==> src/rtl/count_enable_gen.sv <==
`default_nettype none
// +--------------------------------------------------------------------------+
// | count_enable_gen : programmable tick generator driving a counter enable  |
// |   Continuous or fixed-length burst ticks at clk/(div_reg+1).             |
// |   Optional TICK_GATE_EN adds a gate input that freezes counting.         |
// | Revision 1.0                                                             |
// +--------------------------------------------------------------------------+
module count_enable_gen #(
   parameter int DIV_W       = 8,
   parameter int DIV_DEFAULT = 9,
   parameter int BURST_W     = 5
) (
   input  logic               clk,
   input  logic               reset,
   input  logic               start,
   input  logic               stop,
   input  logic               mode,
   input  logic [DIV_W-1:0]   div_val,
   input  logic               div_load,
`ifdef TICK_GATE_EN
   input  logic               gate,
`endif
   input  logic [BURST_W-1:0] burst_len,
   output logic               enable,
   output logic               busy,
   output logic               done
);

   typedef enum logic [1:0] {
      ST_IDLE  = 2'd0,
      ST_RUN   = 2'd1,
      ST_BURST = 2'd2
   } state_t;

   localparam logic [DIV_W-1:0]   c_div_default = DIV_W'(DIV_DEFAULT);
   localparam logic [BURST_W-1:0] c_burst_one   = BURST_W'(1);

   state_t             r_state, w_state_nx;
   logic [DIV_W-1:0]   r_pcnt, w_pcnt_nx;
   logic [DIV_W-1:0]   r_div, w_div_nx;
   logic [BURST_W-1:0] r_burst_rem, w_burst_rem_nx;
   logic               r_enable, w_enable_nx;
   logic               r_done, w_done_nx;
   logic               w_gate;
   logic [DIV_W-1:0]   w_div_eff;

`ifdef TICK_GATE_EN
   assign w_gate = gate;
`else
   assign w_gate = 1'b1;
`endif

   // A div_load coinciding with start supplies the very first period.
   assign w_div_eff = div_load ? div_val : r_div;

   always_ff @(posedge clk) begin
      if (reset) begin
         r_state     <= ST_IDLE;
         r_pcnt      <= '0;
         r_div       <= c_div_default;
         r_burst_rem <= '0;
         r_enable    <= 1'b0;
         r_done      <= 1'b0;
      end else begin
         r_state     <= w_state_nx;
         r_pcnt      <= w_pcnt_nx;
         r_div       <= w_div_nx;
         r_burst_rem <= w_burst_rem_nx;
         r_enable    <= w_enable_nx;
         r_done      <= w_done_nx;
      end
   end

   always_comb begin
      w_state_nx     = r_state;
      w_pcnt_nx      = r_pcnt;
      w_div_nx       = r_div;
      w_burst_rem_nx = r_burst_rem;
      w_enable_nx    = 1'b0;
      w_done_nx      = 1'b0;

      case (r_state)
         ST_IDLE: begin
            if (div_load) begin
               w_div_nx = div_val;
            end
            if (start && !stop) begin
               if (!mode) begin
                  w_state_nx = ST_RUN;
                  w_pcnt_nx  = w_div_eff;
               end else if (burst_len != '0) begin
                  w_state_nx     = ST_BURST;
                  w_pcnt_nx      = w_div_eff;
                  w_burst_rem_nx = burst_len;
               end else begin
                  // Empty burst completes immediately without any tick.
                  w_done_nx = 1'b1;
               end
            end
         end

         ST_RUN, ST_BURST: begin
            // stop takes priority over a tick falling on the same edge.
            if (stop) begin
               w_state_nx = ST_IDLE;
            end else if (w_gate) begin
               if (r_pcnt == '0) begin
                  w_enable_nx = 1'b1;
                  w_pcnt_nx   = r_div;
                  if (r_state == ST_BURST && r_burst_rem != '0) begin
                     w_burst_rem_nx = r_burst_rem - c_burst_one;
                     if (r_burst_rem == c_burst_one) begin
                        w_done_nx  = 1'b1;
                        w_state_nx = ST_IDLE;
                     end
                  end
               end else begin
                  w_pcnt_nx = r_pcnt - DIV_W'(1);
               end
            end
         end

         default: begin
            w_state_nx = ST_IDLE;
         end
      endcase
   end

   assign enable = r_enable;
   assign done   = r_done;
   assign busy   = (r_state != ST_IDLE);

endmodule
`default_nettype wire
==> config.mk <==
export PLATFORM = sky130hd
export DESIGN_NAME = count_enable_gen
export DESIGN_NICKNAME = d
export VERILOG_FILES = /design/src/rtl/count_enable_gen.sv
export SDC_FILE = /design/constraint.sdc
export NUM_CORES = 1
export LEC_CHECK = 0
export CORE_ASPECT_RATIO = 0.6
export CORE_MARGIN = 2
export CORE_UTILIZATION = 30
export DETAILED_ROUTE_END_ITERATION = 7
export PLACE_DENSITY = 0.47
export SYNTH_ARGS = -nofsm -noshare
export SYNTH_HDL_FRONTEND = slang
export SYNTH_SLANG_ARGS = --single-unit
==> constraint.sdc <==
create_clock -name clk -period 2.4 [get_ports clk]
set_clock_uncertainty 0.1 [all_clocks]
set_input_delay 0.48 -clock clk [delete_from_list [all_inputs] [get_ports clk]]
set_output_delay 0.48 -clock clk [all_outputs]
set_load 0.01 [all_outputs]
Word-level counts from Yosys, hierarchy flattened
Index checks and enable logic that the tools add are counted.
{"block": "totals", "output_inout_bits": 3, "register_bits": 25}
{"block": "classes", "reduce_logical": 14, "n_eq_ne": 13, "n_mux": 31, "n_bitwise": 1, "n_addsub": 2}
{"op": "8-bit 2-to-1 mux", "count": 6}
{"op": "5-bit 2-to-1 mux", "count": 6}
{"op": "8-bit one-hot mux with 2 select lines", "count": 1}
{"op": "2-bit 2-to-1 mux", "count": 7}
{"op": "2-bit inequality test, second input constant", "count": 6}
{"op": "3-bit inequality test, second input constant", "count": 4}
{"op": "5-bit one-hot mux with 2 select lines", "count": 1}
{"op": "5-bit nonzero test", "count": 2}
{"op": "8-bit zero test", "count": 1}
{"op": "1-bit 2-to-1 mux", "count": 8}
{"op": "8-bit by 1-bit subtractor with 8-bit output, second input constant", "count": 1}
{"op": "7-bit AND reduction", "count": 1}
{"op": "5-bit by 1-bit == test with 1-bit output, second input constant", "count": 1}
{"op": "5-bit AND reduction", "count": 1}
{"op": "5-bit by 1-bit subtractor with 5-bit output, second input constant", "count": 1}
{"op": "2-bit one-hot mux with 2 select lines", "count": 1}
{"op": "4-bit AND reduction", "count": 1}
{"op": "2-bit nonzero test", "count": 2}
{"op": "3-bit OR reduction", "count": 1}
{"op": "2-bit by 1-bit == test with 1-bit output, second input constant", "count": 1}
{"op": "2-bit == test, second input constant", "count": 1}
{"op": "1-bit logical AND", "count": 2}
{"op": "2-bit zero test", "count": 1}
{"op": "1-bit one-hot mux with 2 select lines", "count": 1}
{"op": "3 further kinds", "count": 3}

Longest topological paths before layout
Gate-level depths: netlist of the first run.
{"block": "logic_depth", "depth_word": 6, "ltp_mapped": 8, "ltp_nobuf": 6}

Worst setup path after synthesis of the first run
OpenSTA, ideal clock, no wires.
{"block": "synth_timing", "kind": "flip-flop to flip-flop", "start": "register r_state[0]", "end": "register r_burst_rem[0]", "path_buffers": 1, "path_slack_ns": 0.425, "period_less_slack_ns": 1.975, "arrival_ns": 1.779, "stages_incl_launch_ff": 8, "path_cell_list": "dfxtp_1 inv_1 ha_1 buf_2 nor4b_2 a221o_1 or2_4 o41ai_2"}
{"block": "synth_via", "elab_chain_cells": 4}
{"element": "from (decl)", "line_no": "38", "text": "state_t r_state, w_state_nx;"}
{"element": "from (signal assigned)", "line_no": "65", "text": "r_state <= w_state_nx;"}
{"element": "2-bit == test / 2-bit by 1-bit == test with 1-bit output (equally long branches)", "line_no": "82, 110"}
{"element": "2-bit OR reduction / 1-bit logical AND (equally long branches)", "line_no": "82, 110"}
{"element": "2-bit inequality test (no source line) / 2-bit nonzero test (equally long branches)"}
{"element": "7-bit AND reduction (no source line)"}
{"element": "to (signal assigned)", "line_no": "68", "text": "r_burst_rem <= w_burst_rem_nx;"}
{"element": "to (decl)", "line_no": "41", "text": "logic [BURST_W-1:0] r_burst_rem, w_burst_rem_nx;"}
Several ways; a longest one is shown, not always the timed one.
A chain may end at the register's enable or synchronous reset.

Worst setup path after layout of the first run
{"block": "layout_timing", "start": "register r_state[0]", "end": "output port busy"}
{"block": "layout_via", "elab_chain_cells": 1}
{"element": "2-bit nonzero test", "line_no": "131", "text": "assign busy = (r_state != ST_IDLE);"}
{"element": "to (decl)", "line_no": "25", "text": "output logic busy,"}
No other way between the ends.

==> summary.md, run 1 <==
| Metric | Value |
|---|---|
| Min Hold Slack | 377.6 ps |
| Synth Flop Type | sky130_fd_sc_hd__dfxtp_1 |
| Detailed-router iteration count before antenna repair | 4 |
| Cell area after synthesis | 1675 um2 |
| Post-synth ARST share | 0 |
| Final TNS setup | 0 ps |
| Post-route total power | 0.001580 W |
| Number of max-slew violations in the final report | 0 |
| Total die area | 6218 um2 |
| Library cell occupying the most area in the post-synthesis netlist | sky130_fd_sc_hd__dfxtp_1 |
| Initial DRC count | 118 |
| Total overflow reported by the global router | 0 |
| Arrival time at the worst endpoint | 1690 ps |
| Vias in the first global route | 1,483 |
| Clock buffers created by TritonCTS | 3 |
| Area delta synth->final | 26.14% |
| Class of the most critical setup path | reg -> out |
| Initial cell density of the core | 0.3051 |
| Largest driver fanout on the critical path | 6 |
| Chip height | 61.89 um |
| Fraction of final layout cells sized beyond drive strength 1 | 0.1404 |
| Gp weighted congestion | 0.8667 |
| Instance area at placement | 2066 um2 |
| Number of cells produced by synthesis | 202 |
| Routed Antenna Nets | 0 |
| DR vias | 1,630 |
| Number of fill cells | 556 |
| Critical path startpoint category | flop |
| First-pass GRT wire length | 7734 um |
| YS warnings | 0 |
| Core utilization of the finished layout | 0.3848 |
| Number of buffers inserted by port buffering | 21 |
| RSZ-0062 raised after global routing | no |
| Total power density per cell area | 747.5 nW/um2 |
| Placed wire-length estimate | 3687 um |
| Minimum clock period after layout | 2266 ps |
| Clk root buf | sky130_fd_sc_hd__clkbuf_8 |
| Number of rows in the core area | 21 |
| # hold bufs at CTS | 0 |
| Number of enable flip-flop cells after synthesis | 0 |
| Detailed-route wire length | 4723 um |
| Final Setup Violations | 0 |
| Sink count of the clock tree | 25 |
| Post-synthesis sequential area ratio | 0.2987 |
| Leakage dissipation | 0.8096 nW |
| Detailed-route DRC error count | 0 |
| Final nets | 262 |
| Crit end category | output port |
| Syn nets | 228 |
| Pin slew with the least headroom to its limit | 467.4 ps |
| Final hold violations | 0 |
| Most used standard cells in the synthesized netlist | 26 x sky130_fd_sc_hd__nand2_1, 25 x sky130_fd_sc_hd__dfxtp_1, 14 x sky130_fd_sc_hd__a21oi_1 |
| Diodes inserted | 0 |
| Leading cell types by total area after synthesis | sky130_fd_sc_hd__dfxtp_1 30%, sky130_fd_sc_hd__nand2_1 5.8%, sky130_fd_sc_hd__ha_1 5.2%, sky130_fd_sc_hd__mux2i_1 4.8%, sky130_fd_sc_hd__a21oi_1 4.2% |
| Synthesized area per cell | 8.294 um2 |
| Max capacitance violation total | 0 |
| CP required | 1820 ps |
| Proportion of netlist area held by the largest area contributor | 0.2987 |
| Wire length per cell | 15.54 um |
| Run status | completed |
| Average vias per placed instance | 5.362 |
| Clock slew at reported path FFs | 90 ps |
| Pin count of the biggest net entering global routing | 15 |
| Initial antenna violation count | 0 |
| Most frequently used cell type in the post-synthesis netlist | sky130_fd_sc_hd__nand2_1 |
| Top achievable clock speed | 441.3 MHz |
| Final Cycle Share | 0.9441 |
| Die width | 100.5 um |
| Number of register bits inferred by synthesis | 25 |
| Clock latency at the later pin of the worst-skew pair | 270 ps |
| Clock tree from TritonCTS | built |
| Summed area of non-filler cells in the final layout | 2113 um2 |
| Top Ports | 22 |
| Standard cell core area | 5492 um2 |
| Yosys cell types | 55 |
| Highest ir drop seen on vdd | 309.8 uV |
| Worst hold path type | reg -> reg |
| Global-route total usage across every layer | 0.1607 |
| Flop-to-flop setup slack | 210 ps |
| Number of H-tree branching levels | 1 |
| Maximum number of buffers from clock root to sink | 2 |
| Worst max-slew margin expressed relative to the limit | 0.6803 |
==> critical path, cell delays in order, from the launching register on <==
cell and delay, ps:
sky130_fd_sc_hd__dfxtp_1 360, sky130_fd_sc_hd__inv_1 70, sky130_fd_sc_hd__ha_2 230, sky130_fd_sc_hd__buf_4 160, sky130_fd_sc_hd__inv_1 60, sky130_fd_sc_hd__clkdlybuf4s50_1 530
==> placed cells by master, fill, tap and decap left out, drive strengths merged, types with 4 or more instances in the layout <==
master and n:
a211oi 9, a21oi 14, a311o 4, buf 20
clkbuf 4, clkdlybuf4s50 21, dfxtp 25, ha 7
inv 12, mux2i 8, nand2 26, nand3 5
nor2 12, nor2b 6, nor3 7, o21ai 4
o31ai 5
==> report_power, final <==
group	switching, W	internal (W)	leakage (nW)
Sequential	0.0000674	0.000468	0.204
Clock	0.000139	0.000119	0.0228
Combinational	0.000424	0.000362	0.582
Total	0.000631	0.000949	0.810
==> registers in the layout, indices dropped and copies added (netlist names) <==
name and cells:
done 1, enable 1, r_burst_rem 5, r_div 8
r_pcnt 8, r_state 2
==> worst paths after layout <==
kind / from / end / depth (start not counted)
min reg2reg: r_div[2] / r_div[2] / 2
min: r_div[2] / r_div[2] / 2
max: r_state[0] / busy / 5
max reg2reg: r_burst_rem[0] / r_state[0] / 7
==> through the flow <==
stage,instances,setup WS (ps)
after floorplan,202,425.4
after global placement,300,92.64
after detailed placement,300,73.22
after CTS,304,38.31
after global routing,304,16.92
final,304,134.1
==> routing by layer <==
layer / routed length (um) / part of all wire / global-route usage
met4: 11 / 0.0023 / 0.01957
met2: 1681 / 0.36 / 0.2128
met5: 0 / 0 / 0
met1: 2688 / 0.57 / 0.2557
met3: 341 / 0.072 / 0.04586
==> layout make-up <==
class	count	area (um2)	area share
inverter	12	45.04	0.02131
tap	69	86.33	0.04085
clock buffer	4	45.04	0.02131
multi-input combinational	153	1076	0.5092
sequential	25	500.5	0.2368
timing repair buffer	41	360.3	0.1705
==> cell families (layout without fill, tap and decap cells) <==
| kind of cell | count (synthesis) | after routing | synth area share |
|---|---|---|---|
| adder cells (fa/ha/maj) | 7 | 7 | 0.05228 |
| XOR/XNOR | 1 | 1 | 0.005229 |
| buffers and inverters | 24 | 57 | 0.06049 |
| flip-flops | 25 | 25 | 0.2987 |
| multiplexers | 9 | 9 | 0.05452 |
| AO/OA/AOI/OAI | 57 | 57 | 0.2681 |
| AND/OR/NAND/NOR | 79 | 79 | 0.2606 |
==> repair_timing <==
item | in CTS | in global routing
setup endpoints to repair | 0 | 1
resized for setup | 0 | 1
buffers inserted | 0 | 0
Note: power is estimated with default switching activity, not from simulation.
==> run 2, diff against run 1 <==
--- a/config.mk
+++ b/config.mk
@@ -7,9 +7,9 @@
 export LEC_CHECK = 0
 export CORE_ASPECT_RATIO = 0.6
 export CORE_MARGIN = 2
-export CORE_UTILIZATION = 30
+export CORE_UTILIZATION = 55
 export DETAILED_ROUTE_END_ITERATION = 7
-export PLACE_DENSITY = 0.47
+export PLACE_DENSITY = 0.78
 export SYNTH_ARGS = -nofsm -noshare
 export SYNTH_HDL_FRONTEND = slang
 export SYNTH_SLANG_ARGS = --single-unit
==> summary.md, run 2 (synthesized netlist as in run 1, its figures left out) <==
| Metric | Value |
|---|---|
| Clk network pwr share | 0.167 |
| Average vias per placed instance | 6.153 |
| Global-route total usage across every layer | 0.2678 |
| Net switching fraction of the power | 0.4055 |
| Hold path start | r_div[1] |
| Worst max-slew margin expressed relative to the limit | 0.6925 |
| Largest driver fanout on the critical path | 9 |
| Crit end category | output port |
| Clock latency at the later pin of the worst-skew pair | 270 ps |
| Total power density per cell area | 766.2 nW/um2 |
| Worst flop-to-flop path endpoint | r_state[0] |
| Max capacitance violation total | 0 |
| Final hold violations | 0 |
| RSZ-0062 raised after global routing | no |
| Register share of total power | 0.349 |
| Min Hold Slack | 386.8 ps |
| Clock tree from TritonCTS | built |
| Length in cells of the worst reg-to-reg path | 7 |
| Total overflow reported by the global router | 0 |
| Initial antenna violation count | 0 |
| DR vias | 1,649 |
| CP required | 1820 ps |
| Wire length per cell | 16.30 um |
| Number of max-slew violations in the final report | 0 |
| Final nets | 253 |
| Crit path largest cell delay | 540 ps |
| Worst hold path stage count | 2 |
| Routed Antenna Nets | 0 |
| Pin slew with the least headroom to its limit | 455.1 ps |
| Most frequent cell on the critical path | sky130_fd_sc_hd__inv_1 |
| Final Cycle Share | 0.9383 |
| Arrival time at the worst endpoint | 1670 ps |
| Leading cell types in the layout, fill and taps excluded | 26 x sky130_fd_sc_hd__nand2_1, 25 x sky130_fd_sc_hd__dfxtp_1, 21 x sky130_fd_sc_hd__clkdlybuf4s50_1 |
| Number of buffers inserted by port buffering | 21 |
| Initial DRC count | 278 |
| Number of H-tree branching levels | 1 |
| Cell type of the slowest stage on the worst timing path | sky130_fd_sc_hd__clkdlybuf4s50_1 |
| Class of the most critical setup path | reg -> out |
| Critical path startpoint category | flop |
| Number of rows in the core area | 15 |
| # hold bufs at CTS | 0 |
| Vias in the first global route | 1,464 |
| Final TNS setup | 0 ps |
| Worst hold path type | reg -> reg |
| Gp weighted congestion | 0.9593 |
| Design internal power | 0.0009160 W |
| Worst Setup Slack post-DPL | 88.77 ps |
| Minimum clock period after layout | 2252 ps |
| Area delta synth->final | 20.02% |
| Standard cell core area | 2890 um2 |
| Net load switching power | 0.0006247 W |
| Detailed-route wire length | 4369 um |
| Placed wire-length estimate | 3274 um |
| Top Ports | 22 |
| Clk root buf | sky130_fd_sc_hd__clkbuf_8 |
| Cells traversed along the worst timing path | inv_1 > ha_1 > inv_1 > clkdlybuf4s50_1 |
| Core utilization of the finished layout | 0.6957 |
| Combinational Power Share | 0.484 |
| Leading cell type in the layout, fill and taps excluded | sky130_fd_sc_hd__nand2_1 |
| Diodes inserted | 0 |
| Total die area | 3518 um2 |
| Leakage dissipation | 0.7699 nW |
| Detailed-route DRC error count | 0 |
| Die width | 75.25 um |
| Sink count of the clock tree | 25 |
| Maximum number of buffers from clock root to sink | 2 |
| Chip height | 46.75 um |
| Final Setup Violations | 0 |
| Clock slew at reported path FFs | 90 ps |
| Fraction of final layout cells sized beyond drive strength 1 | 0.1062 |
| Worst hold path endpoint | r_div[1] |
| Highest ir drop seen on vdd | 501.4 uV |
| Initial cell density of the core | 0.5797 |
| Pin count of the biggest net entering global routing | 22 |
| Detailed-router iteration count before antenna repair | 5 |
| Largest registers | r_div x8, r_pcnt x8, r_burst_rem x5 |
| Top achievable clock speed | 444.1 MHz |
| Run status | completed |
| Flop-to-flop setup slack | 170 ps |
| Post-route total power | 0.001541 W |
| Crit path setup slack, layout | 148.1 ps |
| FF-to-FF Start | r_burst_rem[0] |
| Clock buffers created by TritonCTS | 3 |
| First-pass GRT wire length | 6996 um |
run 2: cell types whose count changed in the layout (fill, tap and decap cells not counted), sizes merged:
cell	delta
clkinv	+1
buf	-9
clkbuf	-1
run 2: layer usage:
metal,GRT usage,share of wire,up-vias
li1,-,-,801
met5,0,0,-
met4,0.02105,0.0021,0
met1,0.4485,0.49,742
met2,0.3561,0.39,104
met3,0.05794,0.11,2
run 2: worst max-delay path, delay by kind of cell, from the launching register on:
family,cells,cell delay [ps]
flops,1,360
buf+inv,3,720
fa+ha+maj,1,320
run 2: cell type report:
| type | count | area, um2 |
|---|---|---|
| clock buffers | 3 | 41.29 |
| clock inverters | 1 | 5.005 |
| fillers | 233 | 879.6 |
| inverters | 12 | 45.04 |
| multi-input cells | 153 | 1074 |
| flip-flops and latches | 25 | 500.5 |
| well taps | 42 | 52.55 |
| repair buffers | 32 | 292.8 |
run 2: power by group through the flow:
stage          logic, W  registers [W]  clock network (W)
6_report       0.000746       0.000538           0.000257
2_1_floorplan  0.000519       0.000521                  0
3_3_place_gp   0.000700       0.000543                  0
5_1_grt        0.000812       0.000543           0.000274
4_1_cts        0.000723       0.000534           0.000258
3_5_place_dp   0.000718       0.000543                  0
run 2: per-stage QoR:
step / cells / area [um2]
2_1_floorplan: 202 / 1675
3_3_place_gp: 263 / 1957
3_5_place_dp: 263 / 1957
4_1_cts: 267 / 2003
5_1_grt: 268 / 2011
6_report: 268 / 2011
run 2: worst max path at each step:
stage,from,to,slack [ps],cells after the start
2_1_floorplan,r_state[0],r_burst_rem[0],430,7
3_3_place_gp,start,r_burst_rem[3],160,5
3_5_place_dp,start,r_burst_rem[0],90,5
4_1_cts,r_state[0],busy,130,4
5_1_grt,r_state[0],busy,50,4
6_report,r_state[0],busy,150,4
run 2: repair_timing:
| action | 4_1_cts | 5_1_grt |
|---|---|---|
| resized for setup | 0 | 0 |
| setup endpoints to repair | 0 | 1 |
| setup buffers | 0 | 1 |
